## src/rtl/inc_4_arbiter_pkg.sv

```systemverilog
// Shared state encodings and operand width for the inc_4 arbiter.
package inc_4_arbiter_pkg;

  localparam int OP_W = 4;

  typedef enum logic [1:0] {
    ST_IDLE    = 2'd0,
    ST_ISSUE   = 2'd1,
    ST_CAPTURE = 2'd2
  } state_t;

endpackage

```

## src/rtl/inc_4.sv

```systemverilog
// Registered 4-bit incrementer (modulo 16, no carry out); one cycle latency, no reset.
module inc_4
  import inc_4_arbiter_pkg::*;
(
  input  logic            i_Clk,
  input  logic [OP_W-1:0] i_Operand,
  output logic [OP_W-1:0] o_Result
);

  always_ff @(posedge i_Clk) begin
    o_Result <= i_Operand + OP_W'(1);
  end

endmodule

```

## src/rtl/inc_4_arbiter.sv

```systemverilog
// Round-robin arbiter sharing one inc_4 among NUM_REQ requesters.
// Accept -> issue -> capture: result and valid pulse two edges after the grant edge.
module inc_4_arbiter
  import inc_4_arbiter_pkg::*;
#(
  parameter int NUM_REQ = 4
) (
  input  logic                    i_Clk,
  input  logic                    i_Rst_L,
  input  logic [NUM_REQ-1:0]      i_Req,
  input  logic [OP_W*NUM_REQ-1:0] i_Operand,
  output logic [NUM_REQ-1:0]      o_Grant,
  output logic [NUM_REQ-1:0]      o_Valid,
  output logic [OP_W-1:0]         o_Result,
  output logic                    o_Busy
);

  localparam int IDX_W = $clog2(NUM_REQ);
  localparam logic [NUM_REQ-1:0] ONE = {{(NUM_REQ-1){1'b0}}, 1'b1};

  state_t           state;
  logic [IDX_W-1:0] cur_idx;
  logic [IDX_W-1:0] last_idx;
  logic [IDX_W-1:0] win_idx;
  logic [OP_W-1:0]  op_reg;
  logic [OP_W-1:0]  inc_out;
  logic [OP_W-1:0]  ops [NUM_REQ];

  for (genvar g = 0; g < NUM_REQ; g++) begin : g_ops
    assign ops[g] = i_Operand[g*OP_W +: OP_W];
  end

  // Walk from farthest to nearest so the first requester after last wins.
  function automatic logic [IDX_W-1:0] rr_pick(input logic [NUM_REQ-1:0] req,
                                               input logic [IDX_W-1:0]   last);
    logic [IDX_W-1:0] pick;
    logic [IDX_W-1:0] cand;
    pick = last;
    for (int k = NUM_REQ; k >= 1; k--) begin
      cand = IDX_W'((int'(last) + k) % NUM_REQ);
      if (req[cand]) pick = cand;
    end
    return pick;
  endfunction

  assign win_idx = rr_pick(i_Req, last_idx);

  inc_4 u_inc_4 (
    .i_Clk     (i_Clk),
    .i_Operand (op_reg),
    .o_Result  (inc_out)
  );

  // Busy also covers the cycle in which the result is presented.
  always_ff @(posedge i_Clk or negedge i_Rst_L) begin
    if (!i_Rst_L) begin
      state    <= ST_IDLE;
      o_Grant  <= '0;
      o_Valid  <= '0;
      o_Result <= '0;
      o_Busy   <= 1'b0;
      op_reg   <= '0;
      cur_idx  <= '0;
      last_idx <= IDX_W'(NUM_REQ - 1);
    end else begin
      o_Grant  <= '0;
      o_Valid  <= '0;
      o_Result <= '0;
      case (state)
        ST_IDLE: begin
          o_Busy <= |i_Req;
          if (|i_Req) begin
            cur_idx  <= win_idx;
            last_idx <= win_idx;
            op_reg   <= ops[win_idx];
            o_Grant  <= ONE << win_idx;
            state    <= ST_ISSUE;
          end
        end
        ST_ISSUE: begin
          o_Busy <= 1'b1;
          state  <= ST_CAPTURE;
        end
        ST_CAPTURE: begin
          o_Busy   <= 1'b1;
          o_Result <= inc_out;
          o_Valid  <= ONE << cur_idx;
          state    <= ST_IDLE;
        end
        default: begin
          o_Busy <= 1'b0;
          state  <= ST_IDLE;
        end
      endcase
    end
  end

endmodule

```

## config.mk

```make
export PLATFORM = sky130hd
export DESIGN_NAME = inc_4_arbiter
export DESIGN_NICKNAME = d
export VERILOG_FILES = /design/src/rtl/inc_4_arbiter_pkg.sv /design/src/rtl/inc_4.sv /design/src/rtl/inc_4_arbiter.sv
export SDC_FILE = /design/constraint.sdc
export NUM_CORES = 1
export LEC_CHECK = 0
export BUFFER_PORTS_ARGS = -buffer_cell sky130_fd_sc_hd__clkbuf_2
export CAP_MARGIN = 20
export CORE_ASPECT_RATIO = 0.6
export CORE_MARGIN = 10
export CORE_UTILIZATION = 53
export CTS_BUF_LIST = sky130_fd_sc_hd__clkbuf_8
export CTS_CLUSTER_DIAMETER = 50
export DETAILED_ROUTE_END_ITERATION = 6
export GPL_TIMING_DRIVEN = 0
export HOLD_SLACK_MARGIN = 0.06
export PLACE_DENSITY = 0.89
export SYNTH_ARGS = -nofsm -noshare
export SYNTH_HDL_FRONTEND = slang
export SYNTH_SLANG_ARGS = --single-unit
```

## constraint.sdc

```tcl
create_clock -name i_Clk -period 2 [get_ports i_Clk]
set_input_delay 0.4 -clock i_Clk [delete_from_list [all_inputs] [get_ports i_Clk]]
set_output_delay 0.4 -clock i_Clk [all_outputs]
set_load 0.02 [all_outputs]
```

==> results.toml, run 1 <==
[status]
status = "completed"

[pwr]
power.density_nw_per_um2 = 1500
p_leak_nw = 0.763
p_int_mw = 1.34
p_clk_frac = 0.141
p_total_mw = 2.21
p_comb_frac = 0.441
p_switching_mw = 0.876
peakVddDrop_mv = 0.784
switching_share = 0.396
seq_power_share = 0.419

[yosys]
yosys.area_share.adder = 0.0619
syn_area_um2 = 1210
synthXorXnorAreaFrac = 0.0144
synth-compound-area-share = 0.128
ys_types = 27
synth_fp_nets = 142
postSynthCellCount = 114
muxShareOfSynthArea = 0.0330
yosysTopAreaCellShare = 0.433
ys_warn_count = 0
ys_ff_latch = 27
yosysSeqAreaShare = 0.542
syn_area_per_cell_um2 = 10.6
yosysTopAreaCell = "dfrtp_1"
synthSimpleGateAreaFrac = 0.161
synth_area_leaders = "dfrtp_1 43%, dfxtp_1 6.6%, ha_1 6.2%, nor2_1 5.6%, a211oi_1 4.9%"
synth_top_family_by_area = "simple AND/OR/NAND/NOR gates"

[route]
route.detailed.drc = 0
drtIter0Drc = 48
vias_per_cell = 5.10
ant_nets = 0
wirelength_mm = 2.57
wl_per_cell_um = 14.1
vias = 929
first_pass_iters = 4

[layout]
area_delta_synth_final_pct = 21.1
final_nets = 181
drive_gt1_frac = 0.309
stdcell_area_um2 = 1470
diodes = 0

[setup_path]
worst_setup_path_end_kind = "flop"
cp-start-kind = "flop"
r2r_start = "last_idx[1]"
crit_fanout = 6
r2r_slack_ns = 0.12
path_class = "flop to flop"
crit_start = "last_idx[1]"
cp.required_ns = 2.17
arrival_ns = 2.05

[clocking]
tritoncts = "done"
cts_resized = 0
path_clk_slew_ns = 0.09
cts_root_buf = "clkbuf_8"
clock_latency_ns = 0.27
clk_path_buf_depth = 2
post_cts_buffers = 0
cts-htree-levels = 1
hold_buffers = 0
clock-sinks = 27
cts_buffers = 3

[floorplan]
start_util = 0.557
num_io_pins = 35
die_area_um2 = 4670
rows = 13
die_x_um = 81.8
die_height_um = 57.1
core_um2 = 2180

[job]
drv_cap = 0

[timing]
max_freq_ghz = 0.533
fin_tns_setup_ns = 0
final_hold_viol_count = 0
final.period_utilization = 0.938
drv_slew = 0
slew_headroom = 0.465
setup_viol = 0
rsz0062_at_grt = "true"
tightest_slew_ns = 0.790
finalClockSkew_ns = 0.00234
period_minus_slack_ns = 1.88

[global_routing]
grt_max_degree = 24
grt_pass1_vias = 927
grt_first_pass_wirelength_mm = 4.08
grt_antenna_before_repair = 0
gr-total-overflow = 0
grt_usage = 0.113

[place]
dp_hpwl_mm = 2.09
port-buffer-count = 34
gp_congestion = 0.857
place_area_um2 = 1420

[worst_hold_path]
hold_class = "input pin to asynchronous set/reset pin"
==> metrics by stage <==
stage / setup WS [ns] / hold WS, ns / std cells / utilization
2_1_floorplan: 0.416 / 0.104 / 114 / -
3_3_place_gp: 0.225 / 0.407 / 178 / 0.652
3_5_place_dp: 0.0865 / 0.409 / 178 / 0.652
4_1_cts: 0.117 / 0.105 / 182 / 0.675
5_1_grt: -0.00986 / 0.121 / 182 / 0.675
6_report: 0.124 / 0.0964 / 182 / 0.675
==> layer usage <==
layer,wire length (µm),global-route usage,vias up,part of all wire
met2,1380,0.193,24,0.54
met3,223,0.0625,2,0.087
met1,957,0.118,440,0.37
met5,0,0,-,0
met4,11,0.0290,0,0.0043
li1,-,-,463,-
==> worst max-delay path, cell delays in order, from the launching register on <==
cell,delay (ns)
dfstp_2,0.58
inv_1,0.09
o311ai_1,0.71
inv_1,0.13
a211oi_1,0.27
==> cell families after synthesis <==
kind of cell	after synthesis
AND/OR/NAND/NOR	39
flip-flops	27
AO/OA/AOI/OAI	23
buffers and inverters	13
adder cells (fa/ha/maj)	6
multiplexers	4
XOR/XNOR	2
==> cells in the mapped netlist, drive strengths merged <==
library cell / number
mux2i: 4
xor2: 1
a211oi: 8
nor3b: 1
nand2: 5
clkbuf: 1
buf: 2
dfxtp: 4
dfstp: 2
nor2b: 5
ha: 6
nand3: 2
a21oi: 2
dfrtp: 21
and3b: 1
and2: 4
inv: 10
nor4: 1
and3: 2
xnor2: 1
o21ai: 7
nor2: 18
a31oi: 4
o311ai: 2
==> power groups by stage <==
stage | logic (mW) | clock network (mW) | registers, mW
after global routing | 1.09 | 0.347 | 0.952
after detailed placement | 0.985 | 0 | 0.936
after CTS | 0.989 | 0.322 | 0.927
after global placement | 0.930 | 0 | 0.918
final | 0.974 | 0.311 | 0.926
after floorplan | 0.613 | 0 | 1.01
==> area by class of cell <==
type                    count  area, µm²
inverters                  10       37.5
fillers                   177        709
flip-flops and latches     27        658
clock inverters             1       7.51
repair buffers             34        170
multi-input cells          74        483
plain buffers               3       35.0
well taps                  30       37.5
clock buffers               3       41.3
==> path summary, 6_finish.rpt <==
path | endpoint | depth (start not counted)
setup / recovery | op_reg[0] | 4
hold / removal | o_Busy | 1
setup reg to reg | op_reg[0] | 4
hold reg to reg | o_Result[3] | 1
max in group asynchronous | last_idx[0] | 1
min in group i_Clk | op_reg[3] | 3
==> placed cells by master, fill, tap and decap left out, types with 5 or more instances in the layout <==
master    netlist  final
nor2_1         18     18
ha_1            6      6
dfrtp_1        21     21
o21ai_0         5      5
clkbuf_2        0     34
a211oi_1        8      8
inv_1          10     10
nand2_1         5      5
(Power assumes the default switching activity.)
==> run 2: changes to the inputs <==
--- a/config.mk
+++ b/config.mk
@@ -6,16 +6,16 @@
 export NUM_CORES = 1
 export LEC_CHECK = 0
 export BUFFER_PORTS_ARGS = -buffer_cell sky130_fd_sc_hd__clkbuf_2
-export CAP_MARGIN = 20
 export CORE_ASPECT_RATIO = 0.6
-export CORE_MARGIN = 10
-export CORE_UTILIZATION = 53
+export CORE_MARGIN = 2
+export CORE_UTILIZATION = 52
 export CTS_BUF_LIST = sky130_fd_sc_hd__clkbuf_8
 export CTS_CLUSTER_DIAMETER = 50
 export DETAILED_ROUTE_END_ITERATION = 6
 export GPL_TIMING_DRIVEN = 0
 export HOLD_SLACK_MARGIN = 0.06
-export PLACE_DENSITY = 0.89
+export PLACE_DENSITY = 0.88
 export SYNTH_ARGS = -nofsm -noshare
 export SYNTH_HDL_FRONTEND = slang
+export SYNTH_HIERARCHICAL = 1
 export SYNTH_SLANG_ARGS = --single-unit
==> run 2 against run 1 <==
  * Cell area is 2.6% lower
  * Total power is 4.6% lower
  * Register-to-register slack worse by 0.04 ns
  * Critical path depth is 2 higher
  * Wire length is 18% lower
  * Synthesized cell count is 11% lower
  * Global-route usage is 5.7 points higher
  * Non-clock buffer count is 1 lower
  * Via count is 7.8% lower
  * Sequential share of layout area is 1.2 points higher
  * Clock power hardly changed
  * Hold slack worse by 0.0054 ns
==> results.toml, run 2 <==
[layout]
multi_input_area_um2 = 480
final_core_util = 0.667
area_delta_synth_final_pct = 21.8
diodes = 0
mostFrequentLayoutCells = "34 x clkbuf_2, 21 x dfrtp_1, 13 x nand2_1"
final_nets = 169
regArea_um2 = 658
drive_gt1_frac = 0.329
fillCellCount = 178
instances_no_fill = 170
final_common_cell = "clkbuf_2"

[worst_hold_path]
hold_class = "input pin to asynchronous set/reset pin"

[timing]
rsz0062_at_grt = "false"
holdWs_ns = 0.0911
final.period_utilization = 0.957
fin_tns_setup_ns = 0
finalClockSkew_ns = 0.00166
max_freq_ghz = 0.523
period_minus_slack_ns = 1.91
final_hold_viol_count = 0
drv_slew = 0
setup_viol = 0
tightest_slew_ns = 0.538
slew_headroom = 0.641

[yosys]
ys_warn_count = 6
syn_area_um2 = 1180
ys_ff_latch = 27
synth_ff_type = "dfrtp_1"
yosys.cell_count.top_type = "dfrtp_1"
yosysTopAreaCellShare = 0.447
postSynthCellCount = 102
synthArstFlopShare = 0.852
synth-edff-count = 0
synth_area_leaders = "dfrtp_1 45%, dfxtp_1 6.8%, mux2i_1 6.8%, ha_1 6.4%, dfstp_2 4.5%"
ys_types = 32
yosysSeqAreaShare = 0.560
synth_fp_nets = 130
syn_area_per_cell_um2 = 11.5
yosysTopAreaCell = "dfrtp_1"
synth_common_cells = "21 x dfrtp_1, 13 x nand2_1, 10 x nor2_1"

[pwr]
peakVddDrop_mv = 0.837
p_comb_frac = 0.416
p_switching_mw = 0.814
switching_share = 0.386
power.density_nw_per_um2 = 1470
p_leak_nw = 0.756
seq_power_share = 0.438
p_total_mw = 2.11
p_int_mw = 1.30
p_clk_frac = 0.146

[clocking]
cts-htree-levels = 1
cts_resized = 0
hold_buffers = 0
cts_root_buf = "clkbuf_8"
tritoncts = "done"
clock_latency_ns = 0.27
clock-sinks = 27
path_clk_slew_ns = 0.09
clk_path_buf_depth = 2
post_cts_buffers = 0
cts_buffers = 3

[floorplan]
die_height_um = 40.8
num_io_pins = 35
rows = 13
core_um2 = 2150
die_area_um2 = 2670
start_util = 0.548
die_x_um = 65.4

[setup_path]
r2r_start = "last_idx[0]"
arrival_ns = 2.05
crit_chain = "or2b_2 -> o21ai_2 -> a221oi_4 -> buf_8 -> mux2i_1 -> o221ai_1"
cp.required_ns = 2.14
worst_setup_path_end_kind = "flop"
cpMaxStageDelayCell = "dfstp_2"
path_class = "flop to flop"
slowest_delay_ns = 0.58
crit_fanout = 10
crit_start = "last_idx[0]"
cp-start-kind = "flop"

[global_routing]
grtUsageMet2 = 0.309
top_usage_layer = "met2"
grt_pass1_vias = 709
grt_antenna_before_repair = 0
grt_first_pass_wirelength_mm = 3.15
grt_max_degree = 24
grt_usage = 0.170
gr-total-overflow = 0
globalRouteMet1Util = 0.196
met3_usage = 0.0659

[route]
vias = 857
vias_per_cell = 5.04
drtIter0Drc = 13
wirelength_mm = 2.11
wl_per_cell_um = 12.4
first_pass_iters = 4
ant_nets = 0
route.detailed.drc = 0

[place]
dpl.cell_count = 166
dp_hpwl_mm = 1.69
port-buffer-count = 34
gp_congestion = 0.742

[status]
status = "completed"

[job]
drv_cap = 0
[run 2: changes by cell type in the layout (fill, tap and decap cells not counted), moves of 4 or more]
cell,change
mux2i_1,+4
inv_1,-5
nand2_1,+8
o221ai_1,+4
nor2_1,-8
a31oi_1,-4
a211oi_1,-8
[run 2: per-stage QoR]
step	cell area, µm²	setup slack (ns)
2_1_floorplan	1180	0.280
3_3_place_gp	1380	0.174
3_5_place_dp	1380	0.0766
4_1_cts	1430	0.0836
5_1_grt	1430	0.000664
6_report	1430	0.0864
[run 2: layout make-up]
cell class,count,area share
Sequential cell,27,0.459
Multi-Input combinational cell,68,0.335
Timing Repair Buffer,34,0.119
Clock buffer,3,0.0288
Tap cell,30,0.0262
Buffer,2,0.0131
Inverter,5,0.0131
Clock inverter,1,0.00524
[run 2: final timing paths]
check                              end  slack [ns]  cells after the start
setup / recovery             op_reg[0]        0.09                      6
hold / removal             o_Result[2]        0.09                      1
setup reg to reg             op_reg[0]        0.09                      6
hold reg to reg            o_Result[2]        0.45                      1
max in group asynchronous  last_idx[0]        1.54                      1
min in group i_Clk           op_reg[1]        0.44                      3
[run 2: kinds of logic (layout without fill, tap and decap cells)]
kind of cell,after synthesis,count (layout),synth area share
adder cells (fa/ha/maj),6,6,0.0638
buffers and inverters,7,45,0.0319
multiplexers,8,8,0.0681
AO/OA/AOI/OAI,14,14,0.101
flip-flops,27,27,0.560
AND/OR/NAND/NOR,38,38,0.161
XOR/XNOR,2,2,0.0149
[run 2: power by group through the flow]
stage / combinational [mW] / sequential (mW) / clock [mW]
floorplan: 0.558 / 1.00 / 0
global placement: 0.841 / 0.924 / 0
detailed placement: 0.889 / 0.937 / 0
CTS: 0.889 / 0.925 / 0.321
global route: 0.981 / 0.950 / 0.347
finish: 0.878 / 0.924 / 0.308
[run 2: per-layer routing]
metal / vias up / wire length [µm] / part of all wire
met4: 0 / 6 / 0.0028
li1: 421 / - / -
met2: 22 / 1100 / 0.52
met3: 2 / 120 / 0.057
met1: 412 / 885 / 0.42
met5: - / 0 / 0
[run 2: critical path, delay by kind of cell, from the launching register on]
kind | cells | cell delay (ns)
AOI/OAI and AO/OA | 3 | 0.65
buffers and inverters | 1 | 0.20
DFF | 1 | 0.58
muxes | 1 | 0.21
and+or+nand+nor | 1 | 0.14
